### src/rtl/pipe_skid_reg.sv
// Single-entry pipeline register with a one-beat skid buffer, stall/flush
// control and a saturating transfer counter. in_ready never sees out_ready.
module pipe_skid_reg #(
  parameter int                 DATA_W    = 32,
  parameter logic [DATA_W-1:0]  FLUSH_VAL = '0,
  parameter int                 CNT_W     = 16
) (
  input  logic              clk,
  input  logic              reset,
  input  logic              hold,
  input  logic              flush,
  input  logic              in_valid,
  output logic              in_ready,
  input  logic [DATA_W-1:0] in_data,
  output logic              out_valid,
  input  logic              out_ready,
  output logic [DATA_W-1:0] out_data,
  output logic [1:0]        occ,
  input  logic              cnt_clr,
  output logic [CNT_W-1:0]  xfer_cnt
);

  // Encoding doubles as the occupancy count.
  typedef enum logic [1:0] {
    EMPTY = 2'd0,
    FULL  = 2'd1,
    SKID  = 2'd2
  } state_t;

  localparam logic [CNT_W-1:0] CNT_MAX = {CNT_W{1'b1}};

  state_t            state;
  logic [DATA_W-1:0] main_q;
  logic [DATA_W-1:0] skid_q;
  logic              in_fire;
  logic              out_fire;

  assign in_ready  = !reset && !hold && (state != SKID);
  assign out_valid = (state != EMPTY);
  assign out_data  = main_q;
  assign occ       = state;
  assign in_fire   = in_valid && in_ready;
  assign out_fire  = out_valid && out_ready && !hold && !flush;

  always_ff @(posedge clk or posedge reset) begin
    if (reset) begin
      state  <= EMPTY;
      main_q <= FLUSH_VAL;
      skid_q <= FLUSH_VAL;
    end else if (!hold) begin
      if (flush) begin
        // Any beat offered this cycle is swallowed by the flush.
        state  <= EMPTY;
        main_q <= FLUSH_VAL;
        skid_q <= FLUSH_VAL;
      end else begin
        case (state)
          EMPTY: begin
            if (in_fire) begin
              state  <= FULL;
              main_q <= in_data;
            end
          end
          FULL: begin
            case ({in_fire, out_fire})
              2'b11: main_q <= in_data;
              2'b10: begin
                state  <= SKID;
                skid_q <= in_data;
              end
              2'b01: state <= EMPTY;
              default: ;
            endcase
          end
          SKID: begin
            if (out_fire) begin
              state  <= FULL;
              main_q <= skid_q;
            end
          end
          default: state <= EMPTY;
        endcase
      end
    end
  end

  always_ff @(posedge clk or posedge reset) begin
    if (reset) begin
      xfer_cnt <= '0;
    end else if (!hold) begin
      if (cnt_clr)
        xfer_cnt <= '0;
      else if (out_fire && xfer_cnt != CNT_MAX)
        xfer_cnt <= xfer_cnt + 1'b1;
    end
  end

endmodule

### config.mk
export PLATFORM = sky130hd
export DESIGN_NAME = pipe_skid_reg
export DESIGN_NICKNAME = d
export VERILOG_FILES = /design/src/rtl/pipe_skid_reg.sv
export SDC_FILE = /design/constraint.sdc
export NUM_CORES = 1
export LEC_CHECK = 0
export BUFFER_PORTS_ARGS = -buffer_cell sky130_fd_sc_hd__buf_2
export CAP_MARGIN = 20
export CORE_ASPECT_RATIO = 0.7
export CORE_MARGIN = 2
export CORE_UTILIZATION = 59
export DETAILED_ROUTE_END_ITERATION = 8
export PLACE_DENSITY = 0.89
export SLEW_MARGIN = 10
export SYNTH_ARGS = -nofsm -noshare
export SYNTH_HDL_FRONTEND = slang
export SYNTH_SLANG_ARGS = --single-unit
### constraint.sdc
create_clock -name clk -period 6.33 [get_ports clk]
set_clock_uncertainty 0.2 [all_clocks]
set_input_delay 0.3165 -clock clk [delete_from_list [all_inputs] [get_ports clk]]
set_output_delay 0.3165 -clock clk [all_outputs]
set_load 0.1 [all_outputs]
==> results.md <==
* Outcome: completed
* CP Buf/Inv Count at 2
* Clock Sinks at 82
* Synth top cells by count: nand2_1, dfrtp_1, o21ai_0
* Vias post-DR at 3713
* Worst R2R End: out_data[3]$_DFFE_PP0P_
* F_max at 0.3156 GHz
* Endpoint class of the critical path: flip-flop
* Vias per inst at 6.067
* Worst path max stage delay at 0.55 ns
* Synthesized cell area at 4225 µm²
* Sw Ratio at 54.26%
* Yosys cell types at 47
* Avg Inst Size Synth at 9.669 µm²
* Layout Nets at 557
* Net load switching power at 1.340 mW
* YS warnings at 0
* Core box area at 6850 µm²
* Die W at 105.1 µm
* Min-Delay Path Class: input pin to flip-flop
* Worst-path clk slew at 0.08 ns
* Reg2Reg Depth at 8
* Largest net degree at the start of global routing at 65
* Mapped Cells at 437
* Max_cap viols at 0
* Post-Syn Nets at 481
* Simple-gate share of the synthesized area at 15.90%
* FF/Latch Area at 2052 µm²
* GRT overflow at 0
* CTS max path bufs at 2
* Initial core utilization at 61.68%
* Crit-path cells: inv_1, ha_2, or3b_4, a211oi_2, nor2_1, buf_4, a21o_1, a32o_1
* Drt initial violations at 230
* Gpl congestion at 0.8977
* RSZ-0062 raised after global routing: false
* Synth Area in Compound Gates at 20.70%
* Actual slew at the worst max-slew pin at 0.9682 ns
* Top post-synthesis cells by area: dfrtp_1, nand2_1, o21ai_0
* P_leak at 2.257 nW
* Most common cell in the netlist: nand2_1
* Yosys reg bits at 82
* Clk Latency, worst-skew pair at 0.36 ns
* Post-synth EDFFs at 0
* I/O pin total at 91
* Layout cell share with drive strength beyond 1 at 28.76%
* VDD IR max at 0.4984 mV
* Logic pwr share at 51.8%
* Rows at 25
* Pwr/cell area at 498.3 nW/µm²
* Share of flip-flops with an asynchronous set or reset at 100.0%
* Largest family of logic cells by synthesized area: compound AO/OA/AOI/OAI gates
* DR WL/cell at 16.89 µm
* N_diodes at 0
* Min Clock Period, post-route at 3.168 ns
* Sequential Power Share at 30.8%
* Fin util at 72.35%
* First-pass iteration count of the detailed router at 5
* WP data arrival at 3.23 ns
* Int Pwr at 1.130 mW
* First-pass GRT wire length at 16930 µm
* Fin. Hold Viols at 0
* WS Path Type: flip-flop to flip-flop
* Yosys top cell by area: dfrtp_1
* Full die area at 7865 µm²
* Area grow syn2layout at 17.29%
* Post-synthesis adder-cell area fraction at 1.481%
* Worst Path Required at 6.39 ns
* Detailed Route WL at 10340 µm
* Mux contribution to synthesized area at 8.676%
* Max_slew headroom at 35.46%
* R2r setup slk at 3.16 ns
* Crit path max fanout at 37
* Share of the synthesized area in the top cell type at 48.56%
* Number of global-route vias before repair at 3424
* Delay-heaviest family, CP: compound AO/OA/AOI/OAI gates
* WHS Endpoint: skid_q[16]$_DFFE_PP0P_
* CP max stage cell: or3b_4
* Post-route DRC at 0
* Clock power frac at 17.4%
* Sum Neg Setup Slack at 0 ns
* Seq/Total Area, Yosys at 48.56%
* Post-route clock period utilization at 50.05%
* CTS Root Cell: clkbuf_8
* CTS tree: yes
* Final Slew Violations at 0
* IO buf count at 90
* Initial antenna violation count at 0
* Hold depth at 3
* Post-DRT Antenna Nets at 0
* TritonCTS Buffers at 9
* DIE HEIGHT at 74.81 µm
* Post-synthesis xor/xnor area fraction at 0.2073%
* Filler cell count at 470
* Worst setup SP type: flip-flop
* Total track usage at 27.53%
* Hold Crit Start: in_data[16]
* Dpl hpwl at 6845 µm
* Area of the multi-input gates at 1988 µm²
* Reg2reg start: occ[0]$_DFFE_PP0P_
* # setup viols final at 0
* H-tree Lvls at 3
* Post-CTS Setup Bufs at 0
* Synth Flop Type: dfrtp_1
## cells in the final DEF, fill, tap and decap left out, types with 5 or more instances in the layout
cell type	netlist	layout
clkbuf_8	0	10
nor2_1	11	11
mux2_2	21	21
nand2_1	94	94
nand3_1	12	12
buf_2	4	90
o31ai_1	5	5
mux2i_1	13	13
o2bb2ai_2	10	10
o21ai_0	59	59
o211ai_1	6	6
dfrtp_1	82	82
nand4_1	5	5
o41ai_1	6	6
inv_1	8	7
a22oi_1	21	21
dlygate4sd3_1	0	7
## metrics by stage
step	worst slack (ns)	total power, mW	instance area (µm²)	hold slack [ns]	cells
2_1_floorplan	1.634	1.818	4225	0.2444	437
3_3_place_gp	3.347	2.009	4658	0.1684	589
3_5_place_dp	3.196	2.035	4658	0.1692	589
4_1_cts	3.172	2.477	4956	0.0003227	612
5_1_grt	3.000	2.569	4956	0.007321	612
6_report	3.162	2.470	4956	0.01129	612
## sequential cells by signal, indices dropped and copies added (netlist names)
register  count
skid_q       32
occ           2
out_data     32
xfer_cnt     16
## worst max-delay path by stage
stage	startpoint	end	slack, ns	cells past startpoint
after floorplan	occ[0]$_DFFE_PP0P_	in_ready	1.63	6
after global placement	occ[0]$_DFFE_PP0P_	out_data[3]$_DFFE_PP0P_	3.35	8
after detailed placement	occ[0]$_DFFE_PP0P_	out_data[3]$_DFFE_PP0P_	3.20	8
after CTS	occ[0]$_DFFE_PP0P_	out_data[3]$_DFFE_PP0P_	3.17	8
after global routing	occ[0]$_DFFE_PP0P_	skid_q[7]$_DFFE_PP0P_	3.00	6
final	occ[0]$_DFFE_PP0P_	out_data[3]$_DFFE_PP0P_	3.16	8
## cell families after synthesis
| kind of cell | after synthesis |
|---|---|
| XOR/XNOR | 1 |
| flip-flops | 82 |
| adder cells (fa/ha/maj) | 5 |
| buffers and inverters | 43 |
| AO/OA/AOI/OAI | 124 |
| multiplexers | 34 |
| AND/OR/NAND/NOR | 148 |
## final cells by class
type	instances	area share, %
inverter	9	0.7069
sequential	82	41.40
clock inverter	5	1.742
multi-input combinational	312	40.12
clock buffer	11	2.853
tap	94	2.373
timing repair buffer	99	10.81
## layer usage
metal  track usage [%]  vias to the layer above  part of all wire [%]
li1                  -                     1720                     -
met1             37.73                     1825                    44
met2             44.23                      147                    47
met3             7.100                       21                   7.0
met4             8.444                        0                   1.8
met5                 0                        -                     0
## what timing repair did
action,in CTS,in global routing
gates resized for setup,0,0
hold endpoints to repair,30,0
hold buffers,7,0
## tightest hold or removal path, cell delays in order
cell and delay [ns]:
buf_2 0.11, nand2_1 0.05, o21ai_0 0.06
## power by group through the flow
| stage | Sequential (mW) | Clock [mW] | Combinational [mW] |
|---|---|---|---|
| after global routing | 0.776 | 0.456 | 1.34 |
| after detailed placement | 0.764 | 0 | 1.27 |
| after global placement | 0.759 | 0 | 1.25 |
| after CTS | 0.757 | 0.439 | 1.28 |
| final | 0.761 | 0.431 | 1.28 |
| after floorplan | 1.47 | 0 | 0.349 |
(Power assumes the default switching activity.)
